### src/rtl/alu_arbiter.sv
// Round-robin front end for the shared ALU: latches one request, runs it through
// the ALU from registered operands, and holds the response until it is consumed.
module alu_arbiter #(
  parameter int WIDTH = 19
) (
  input  logic             clk,
  input  logic             rst_n,
  input  logic             req_valid_0,
  input  logic             req_valid_1,
  output logic             req_ready_0,
  output logic             req_ready_1,
  input  logic [4:0]       req_opcode_0,
  input  logic [4:0]       req_opcode_1,
  input  logic [WIDTH-1:0] req_a_0,
  input  logic [WIDTH-1:0] req_a_1,
  input  logic [WIDTH-1:0] req_b_0,
  input  logic [WIDTH-1:0] req_b_1,
  output logic             rsp_valid,
  input  logic             rsp_ready,
  output logic             rsp_id,
  output logic [WIDTH-1:0] rsp_result,
  output logic             rsp_zero,
  output logic             rsp_negative,
  output logic             rsp_err,
  output logic             busy
);

  typedef enum logic [1:0] {IDLE, EXEC, RESP} state_t;

  typedef struct packed {
    logic [4:0]       opcode;
    logic [WIDTH-1:0] a;
    logic [WIDTH-1:0] b;
  } req_t;

  localparam logic [4:0] OP_ADD = 5'd1, OP_SUB = 5'd2, OP_MUL = 5'd3, OP_DIV = 5'd4,
                         OP_INC = 5'd5, OP_DEC = 5'd6, OP_AND = 5'd7, OP_OR  = 5'd8,
                         OP_XOR = 5'd9, OP_NOT = 5'd10;

  state_t           state;
  logic             last_grant;
  req_t             op_q;
  logic             op_id;
  req_t [1:0]       req;
  logic [1:0]       vld;
  logic             gnt;
  logic             accept;
  logic [WIDTH-1:0] alu_res;
  logic             alu_err;

  assign req[0] = '{opcode: req_opcode_0, a: req_a_0, b: req_b_0};
  assign req[1] = '{opcode: req_opcode_1, a: req_a_1, b: req_b_1};
  assign vld    = {req_valid_1, req_valid_0};

  // On contention the requester that did not win last time goes first.
  assign gnt    = (vld == 2'b11) ? ~last_grant : vld[1];
  // rst_n gating keeps ready low while reset is held even though state reads IDLE.
  assign accept = rst_n && (state == IDLE) && (|vld);
  assign req_ready_0 = accept && !gnt;
  assign req_ready_1 = accept &&  gnt;
  assign busy        = (state != IDLE);

  // Error cases leave the result at zero, so zero/negative fall out naturally.
  always_comb begin
    alu_res = '0;
    alu_err = 1'b0;
    case (op_q.opcode)
      OP_ADD: alu_res = op_q.a + op_q.b;
      OP_SUB: alu_res = op_q.a - op_q.b;
      OP_MUL: alu_res = op_q.a * op_q.b;
      OP_DIV: begin
        if (op_q.b == '0) alu_err = 1'b1;
        else              alu_res = op_q.a / op_q.b;
      end
      OP_INC: alu_res = op_q.a + 1'b1;
      OP_DEC: alu_res = op_q.a - 1'b1;
      OP_AND: alu_res = op_q.a & op_q.b;
      OP_OR:  alu_res = op_q.a | op_q.b;
      OP_XOR: alu_res = op_q.a ^ op_q.b;
      OP_NOT: alu_res = ~op_q.a;
      default: alu_err = 1'b1;
    endcase
  end

  always_ff @(posedge clk or negedge rst_n) begin
    if (!rst_n) begin
      state        <= IDLE;
      last_grant   <= 1'b1;
      op_q         <= '0;
      op_id        <= 1'b0;
      rsp_valid    <= 1'b0;
      rsp_id       <= 1'b0;
      rsp_result   <= '0;
      rsp_zero     <= 1'b0;
      rsp_negative <= 1'b0;
      rsp_err      <= 1'b0;
    end else begin
      case (state)
        IDLE: if (accept) begin
          op_q       <= req[gnt];
          op_id      <= gnt;
          last_grant <= gnt;
          state      <= EXEC;
        end
        EXEC: begin
          rsp_result   <= alu_res;
          rsp_zero     <= (alu_res == '0);
          rsp_negative <= alu_res[WIDTH-1];
          rsp_err      <= alu_err;
          rsp_id       <= op_id;
          rsp_valid    <= 1'b1;
          state        <= RESP;
        end
        RESP: if (rsp_ready) begin
          rsp_valid <= 1'b0;
          state     <= IDLE;
        end
        default: state <= IDLE;
      endcase
    end
  end

endmodule

### config.mk
export PLATFORM = sky130hd
export DESIGN_NAME = alu_arbiter
export DESIGN_NICKNAME = d
export VERILOG_FILES = /design/src/rtl/alu_arbiter.sv
export SDC_FILE = /design/constraint.sdc
export NUM_CORES = 1
export LEC_CHECK = 0
export ABC_AREA = 0
export BUFFER_PORTS_ARGS = -buffer_cell sky130_fd_sc_hd__buf_2
export CAP_MARGIN = 0
export CORE_ASPECT_RATIO = 2
export CORE_MARGIN = 2
export CORE_UTILIZATION = 50
export DETAILED_ROUTE_END_ITERATION = 8
export HOLD_SLACK_MARGIN = 0.03
export PLACE_DENSITY_LB_ADDON = 0.12
export SLEW_MARGIN = 10
export SYNTH_ARGS = -nofsm -noshare
export SYNTH_HDL_FRONTEND = slang
export SYNTH_SLANG_ARGS = --single-unit
export TNS_END_PERCENT = 10
### constraint.sdc
create_clock -name clk -period 34.9 [get_ports clk]
set_input_delay 6.98 -clock clk [delete_from_list [all_inputs] [get_ports clk]]
set_output_delay 6.98 -clock clk [all_outputs]
set_load 0.02 [all_outputs]
==> Word-level counts from Yosys, hierarchy flattened <==
Index checks and enable logic that the tools add are counted.
W data, S select, Z words.
{ "op_classes": {"n_addsub": 4, "multipliers": 1, "n_div": 1, "n_lt_le_gt_ge": 1, "n_eq_ne": 15, "n_mux": 12, "n_bitwise": 5, "n_reduce_logical": 15} }
{ "ops": {"columns": ["operator", "n"], "rows": [
  ["$pmux W19 S10", 1],
  ["$mux W43", 2],
  ["$logic_not A19 Y1", 2],
  ["$eq A5 B3 Y1 const B", 4],
  ["$add A19 B1 Y19 const B", 1],
  ["$add A19 B19 Y19", 1],
  ["$and A19 B19 Y19", 1],
  ["$div A19 B19 Y19", 1],
  ["$mul A19 B19 Y19", 1],
  ["$mux W19", 1],
  ["$not A19 Y19", 1],
  ["$or A19 B19 Y19", 1],
  ["$sub A19 B1 Y19 const B", 1],
  ["$sub A19 B19 Y19", 1],
  ["$xor A19 B19 Y19", 1],
  ["$eq A5 B4 Y1 const B", 3],
  ["$eq A5 B2 Y1 const B", 2],
  ["$reduce_or A9 Y1", 1],
  ["$pmux W2 S3", 1],
  ["$reduce_and A2 Y1", 3],
  ["$eq A5 B1 Y1 const B", 1],
  ["$eq A2 B2 Y1 const B", 2],
  ["$logic_and A1 B1 Y1", 4],
  ["$mux W2", 2],
  ["10 further kinds", 15]
]} }
{ "totals": {"regBits": 71, "in_bits": 91, "elab_cells": 66} }

==> Longest topological paths before layout <==
Gate-level depths: netlist of the first run.
{ "logic_depth": {"depth_word": 5, "ltp_mapped": 168, "ltp_nobuf": 156} }

==> Least setup slack after synthesis of the first run <==
Ideal clock, no wire load.
{ "synth_timing": {"path_type": "register to register", "startpoint": "register op_q[0] in the netlist's numbering", "endpoint": "register rsp_zero", "setup_ns": 0.110, "arrival_time_ns": 34.372, "required_ns": 34.790, "setup_slack_ns": 0.418, "stages_incl_launch_ff": 153, "synth_period_minus_slack_ns": 34.482, "path_cell_list": "dfrtp_1 > inv_1 > buf_1 > ha_1 > or2_2 > nand2_1 > nor3_1 > nor2_1 > a21oi_1 > ha_1 > nor2b_1 > a221oi_1 > o31ai_1 > nand2_1 > ha_1 > o211ai_1 > nand2_1 > and3_1 > (+117 left out) > nor3_1 > o21ai_0 > o21ai_0 > o2bb2ai_1 > clkbuf_1 > clkbuf_1 > nand2_1 > o211ai_1 > ha_1 > a21o_1 > a21o_1 > a2111oi_0 > o2111ai_1 > o21ai_0 > nand4b_1 > nor4_1 > nand4b_1 > o41ai_1"} }
{ "synth_via": {"elab_chain_len": 4} }
{ "synth_lines": {"columns": ["item", "line_no", "source"], "rows": [
  ["start, declared", "42", "req_t op_q;"],
  ["start signal, assigned", "100", "op_q <= req[gnt];"],
  ["$div A19 B19 Y19 / $logic_not A19 Y1 (equally long branches)", "73, 72", null],
  ["$mux W19", "72", "if (op_q.b == '0) alu_err = 1'b1;"],
  ["$pmux W19 S10 *", "67", "case (op_q.opcode)"],
  ["$logic_not A19 Y1 *", "107", "rsp_zero <= (alu_res == '0);"],
  ["end signal, assigned", "107", null],
  ["end, declared", "22", "output logic rsp_zero,"]
]} }
Every way passes the cells marked *; elsewhere a longest branch is shown, timed or not.
A chain may end at the register's enable or synchronous reset.

==> Final worst setup path of the first run <==
{ "layout_timing": {"startpoint": "register op_q[6] in the netlist's numbering", "endpoint": "register rsp_zero"} }
Same word-level chain as after synthesis.

==> results of run 1 <==
-- how the worst max path moves through the flow --
stage,start,to,slack [ns]
5_1_grt,op_q[6],rsp_zero,-0.24
3_5_place_dp,op_q[6],rsp_zero,-1.03
2_1_floorplan,op_q[0],rsp_zero,0.42
6_report,op_q[6],rsp_zero,1.45
4_1_cts,op_q[6],rsp_zero,0.06
3_3_place_gp,op_q[6],rsp_zero,-0.54
-- stage by stage --
stage	cell area, sq um	hold WS (ns)
after floorplan	21400	0.446
after detailed placement	23400	0.470
after global placement	23400	0.460
final	24600	0.481
after global routing	24600	0.502
after CTS	23800	0.483
-- cell usage after synthesis, drive strengths merged (69+ instances only) --
cell type,count
nand2,353
ha,314
inv,259
nor2,211
o21ai,193
a21oi,176
fa,124
xnor2,105
clkbuf,103
nor3,76
mux2i,72
dfrtp,69
-- timing repair --
item / 4_1_cts / 5_1_grt
cloned: 0 / 2
setup buffers: 3 / 27
endpoints found under the setup margin: 2 / 3
pin swaps: 3 / 36
gates resized for setup: 19 / 145
-- per-layer routing --
metal / track usage / vias to the layer above
li1: - / 10415
met1: 0.394 / 11084
met2: 0.738 / 1303
met3: 0.114 / 657
met4: 0.505 / 6
met5: 0 / -
-- area by class of cell --
class,count,area (sq um)
Clock buffer,10,239
Inverter,262,983
Clock inverter,6,61.3
Antenna cell,3,7.51
Fill cell,4078,17900
Timing Repair Buffer,302,1990
Tap cell,545,682
Multi-Input combinational cell,2372,18900
Sequential cell,70,1750
-- sequential cells by signal, indices dropped and copies added, names as in the netlist --
signal,flops
state,2
rsp_id,1
op_id,1
op_q,43
rsp_valid,1
last_grant,1
rsp_zero,1
rsp_err,1
rsp_result,19
-- worst max-delay path: cells and delay by family, from the launching register on --
family	cells	cell delay [ns]
buf+inv	16	2.32
fa+ha+maj	18	5.49
compound gates	68	14.82
flops	1	0.37
mux	5	1.20
simple gates	39	8.85
xor+xnor	1	0.22
-- cells by family (layout without fill, tap and decap cells) --
family | Yosys count | in the layout | synth area share
adder cells (fa/ha/maj) | 438 | 438 | 0.300
AO/OA/AOI/OAI | 784 | 785 | 0.243
other | 0 | 3 | 0
buffers and inverters | 389 | 580 | 0.0693
AND/OR/NAND/NOR | 894 | 894 | 0.195
multiplexers | 92 | 92 | 0.0442
flip-flops | 70 | 70 | 0.0819
XOR/XNOR | 163 | 163 | 0.0667
-- placed cells by master, fill, tap and decap left out, drive strengths merged, types with 11 or more instances in the layout --
master / synthesis / final
nand2: 353 / 353
ha: 314 / 314
buf: 24 / 302
inv: 259 / 259
nor2: 211 / 211
o21ai: 193 / 194
a21oi: 176 / 176
fa: 124 / 124
xnor2: 105 / 105
nor3: 76 / 76
mux2i: 72 / 72
dfrtp: 69 / 69
a21o: 61 / 61
xor2: 58 / 58
nand3: 47 / 47
o21a: 46 / 46
o211ai: 39 / 39
nor2b: 32 / 32
a211oi: 32 / 32
or2: 28 / 28
a31oi: 27 / 27
nand2b: 24 / 24
or3: 23 / 23
and3: 23 / 23
mux2: 20 / 20
nand4: 18 / 18
o31ai: 18 / 18
a221oi: 15 / 15
o21bai: 13 / 13
a21boi: 13 / 13
a22oi: 12 / 12
o221ai: 11 / 11
o41ai: 11 / 11
o22ai: 11 / 11
==> flow_summary_export.csv, run 1 <==
group,metric,value,unit
cts,htree_levels,3,
cts,clk_path_buf_depth,2,
sta,final-hold-violation-count,0,
drt,top_layer,"met5",
setup_path,critical_path_arrival,33.69,ns
synth,synth_cell_types,97,
drt,vias,23465,
global_route,grt_pass1_wl,143000,microns
synth,syn_area,0.0214,sq mm
setup_path,crit_top_cell,"ha_1",
placement,dp_cells,3519,
hold_path,hold_end,"op_id",
sta,setup_slack,1.45,ns
setup_path,r2r_start,"op_q[6]",
synth,synthTopCellsByArea,"ha_1 (18%), fa_1 (12%), dfrtp_1 (8.1%)",
sta,worstMarginPinSlew,1.35,ns
sta,maxSlewViolCount,0,
drt,dr.pass1.iters,7,
layout,area_growth,14.8,%
drt,routed-wl-met2,47200,microns
setup_path,timing.critical_path.fanout_max,9,
setup_path,reg2reg_depth,147,
layout,fin_util,0.579,
synth,synth_top_area_share,0.184,
die,initial_utilization,0.504,
die,die_w,150,microns
sta,max_freq,29.9,MHz
drt,drt-met1-wl,29400,microns
synth,synth_edf_count,0,
global_route,grt_usage,0.439,
setup_path,cp-end-kind,"flip-flop",
die,design.core.area,0.0424,sq mm
drt,wl_met3,8160,microns
layout,finish.cell_count_without_fillers,3570,
die,die_h,297,microns
sta,min_period_over_period,0.959,
synth,avgSynthCellArea,7.56,sq um
cts,root_buffer,"clkbuf_16",
sta,setup_viol,0,
cts,tritoncts,"built",
drt,drc,0,
synth,ys_seq_elements,70,
status,status,"completed",
global_route,gr-total-overflow,0,
cts,clk_latency,0.34,ns
drt,routed_wl,98700,microns
setup_path,cp.required,35.14,ns
setup_path,cp-start-kind,"flip-flop",
die,ios,118,
sta,max_slew_margin,0.0891,
cts,numCtsBuffers,9,
cts,hold_buffers,0,
cts,clkSlewWorstSetupHoldPaths,0.06,ns
placement,gp_congestion,1.07,
synth,seq_area_frac_synth,0.0819,
sta,skew,0.00643,ns
placement,place_hpwl,75700,microns
drt,initialDrtViolationCount,1565,
sta,fin_crit,33.45,ns
setup_path,r2r_slack,1.45,ns
drt,wl_per_cell,27.7,microns
setup_path,criticalPathCategory,"flip-flop to flip-flop",
die,num_rows,107,
hold_path,hold_start,"op_id",
global_route,grt_pass1_vias,23836,
setup_path,worstReg2RegEnd,"rsp_zero",
drt,detail_route.vias_per_cell,6.57,
global_route,grt_antenna_before_repair,6,
hold_path,hold_class,"flip-flop to flip-flop",
flow_run,maxCapViolations,0,
drt,ant_nets,0,
sta,fin_setup_tns,0,ns
global_route,grt_max_degree,90,
cts,clkSinkCount,70,
hold_path,hold_path_depth,1,
setup_path,worst_path_max_delay_cell,"or4_4",
synth,synth_ff_type,"dfrtp_1",
placement,place_ws,-1.03,ns
synth,syn_nets,3359,
synth,yosys_warnings,0,
synth,async_flop_share,1.00,
synth,synth_top_cell_by_area,"ha_1",
setup_path,slowest_delay,0.57,ns
synth,syn_inst,2830,
layout,fin_nets,3546,
placement,port-buffer-count,117,
die,dieArea,0.0446,sq mm
layout,drive_above_1_share,0.173,
Power of run 1 is not shown: default switching activity piles up to over one toggle a cycle in this logic, so the estimate is an artifact.
==> inputs of run 2 (changes only) <==
--- a/config.mk
+++ b/config.mk
@@ -14,6 +14,7 @@
 export DETAILED_ROUTE_END_ITERATION = 8
 export HOLD_SLACK_MARGIN = 0.03
 export PLACE_DENSITY_LB_ADDON = 0.12
+export RECOVER_POWER = 100
 export SLEW_MARGIN = 10
 export SYNTH_ARGS = -nofsm -noshare
 export SYNTH_HDL_FRONTEND = slang
==> run 2 against run 1 <==
Utilization shrank 0.11 points. Global-route usage is the same. Worst hold slack gained 0.0015 ns. Highest routed layer unchanged. Flip-flop and latch count is the same. Sequential share of layout area is essentially flat. Worst setup slack lost 0.0066 ns. Critical path depth is the same. The run now ends with max-capacitance violations, max-slew violations left. Critical path type unchanged. Critical endpoint unchanged.
==> flow_summary_export.csv, run 2 (synthesis gave the netlist of run 1 again) <==
group,metric,value,unit
status,status,"complete, but fails checks",
status,violations,"max-capacitance violations, max-slew violations",
hold_path,hold_path_depth,1,
cts,tritoncts,"built",
sta,skew,0.00613,ns
cts,hold_buffers,0,
cts,clk_latency,0.34,ns
die,num_rows,107,
hold_path,hold_class,"flip-flop to flip-flop",
layout,fin_area,0.0245,sq mm
setup_path,crit_top_cell,"ha_1",
sta,setup_viol,0,
drt,ant_nets,0,
setup_path,reg2reg_depth,147,
layout,top_register,"op_q",
layout,final_common_cell,"nand2_1",
cts,clkSlewWorstSetupHoldPaths,0.06,ns
die,initial_utilization,0.504,
setup_path,criticalPathCategory,"flip-flop to flip-flop",
layout,layout_common_cells,"nand2_1 (348), ha_1 (308), inv_1 (258)",
sta,final-hold-violation-count,0,
drt,wl_per_cell,27.6,microns
drt,vias,23479,
sta,max_freq,29.9,MHz
flow_run,maxCapViolations,3,
drt,detail_route.vias_per_cell,6.58,
setup_path,cp-start-kind,"flip-flop",
placement,postPlaceCellArea,0.0234,sq mm
global_route,gr-total-overflow,0,
placement,gp_congestion,1.07,
layout,fill_cells,4098,
cts,root_buffer,"clkbuf_16",
layout,reg.largest.list,"op_q (43), rsp_result (19), state (2)",
cts,clk_path_buf_depth,2,
cts,numCtsBuffers,9,
die,ios,118,
drt,drc,0,
placement,port-buffer-count,117,
setup_path,cp-end-kind,"flip-flop",
setup_path,crit_family,"compound AO/OA/AOI/OAI gates",
setup_path,slowest_delay,0.57,ns
layout,fin_nets,3546,
global_route,grt_max_degree,90,
global_route,grt_usage,0.439,
placement,place_hpwl,75700,microns
hold_path,hold_start,"op_id",
drt,dr.pass1.iters,8,
die,die_w,150,microns
die,die_h,297,microns
layout,drive_above_1_share,0.163,
setup_path,critical_path_buf_inv_count,16,
die,design.core.area,0.0424,sq mm
setup_path,cp.required,35.14,ns
sta,fin_crit,33.46,ns
layout,area_growth,14.6,%
setup_path,critical_path_arrival,33.70,ns
sta,max_slew_margin,-1.58,
global_route,grt_pass1_vias,23836,
setup_path,timing.critical_path.fanout_max,9,
global_route,grt_pass1_wl,143000,microns
sta,maxSlewViolCount,186,
setup_path,r2r_start,"op_q[6]",
setup_path,worstReg2RegEnd,"rsp_zero",
setup_path,r2r_slack,1.44,ns
sta,worstMarginPinSlew,3.87,ns
layout,largest_reg_flops,43,
setup_path,worst_path_max_delay_cell,"or4_4",
global_route,grt_antenna_before_repair,6,
drt,initialDrtViolationCount,1507,
cts,clkSinkCount,70,
hold_path,hold_end,"op_id",
drt,routed_wl,98600,microns
sta,min_period_over_period,0.959,
die,dieArea,0.0446,sq mm
cts,htree_levels,3,
run 2: how the worst max path moves through the flow:
stage,from,endpoint,slack [ns],depth (start not counted)
2_1_floorplan,op_q[0],rsp_zero,0.42,152
3_3_place_gp,op_q[6],rsp_zero,-0.54,147
3_5_place_dp,op_q[6],rsp_zero,-1.03,148
4_1_cts,op_q[6],rsp_zero,0.06,146
5_1_grt,op_q[6],rsp_zero,-0.25,152
6_report,op_q[6],rsp_zero,1.44,147
run 2: layer usage:
metal	track usage	wire, microns	share of wire
met4	0.505	14200	0.14
met2	0.738	47000	0.48
met1	0.394	29500	0.30
met5	0	24	0.00024
met3	0.114	7880	0.080
run 2: area by class of cell:
| cell class | count | area, sq um | share of cell area |
|---|---|---|---|
| Sequential cell | 70 | 1750 | 0.0715 |
| Inverter | 262 | 983 | 0.0401 |
| Antenna cell | 3 | 7.51 | 0.000306 |
| Tap cell | 545 | 682 | 0.0278 |
| Timing Repair Buffer | 302 | 1950 | 0.0793 |
| Multi-Input combinational cell | 2372 | 18900 | 0.769 |
| Clock buffer | 10 | 239 | 0.00974 |
| Clock inverter | 6 | 61.3 | 0.00250 |
run 2: per-stage QoR:
step / hold WS (ns) / instances / setup TNS, ns / utilization / setup WS, ns
final: 0.483 / 3570 / 0 / 0.578 / 1.44
after global routing: 0.502 / 3567 / -0.246 / 0.578 / -0.246
after floorplan: 0.446 / 2830 / 0 / - / 0.418
after detailed placement: 0.470 / 3519 / -1.42 / 0.551 / -1.03
after global placement: 0.460 / 3519 / -0.545 / 0.551 / -0.545
after CTS: 0.483 / 3538 / 0 / 0.561 / 0.0603
run 2: what timing repair did:
action | 4_1_cts | 5_1_grt
setup buffers | 3 | 27
endpoints found under the setup margin | 2 | 3
gates resized for setup | 19 | 145
gates cloned | 0 | 2
endpoints found under the hold margin | 0 | 0
pin swaps | 3 | 36
Power of run 2 is left out for the same reason.
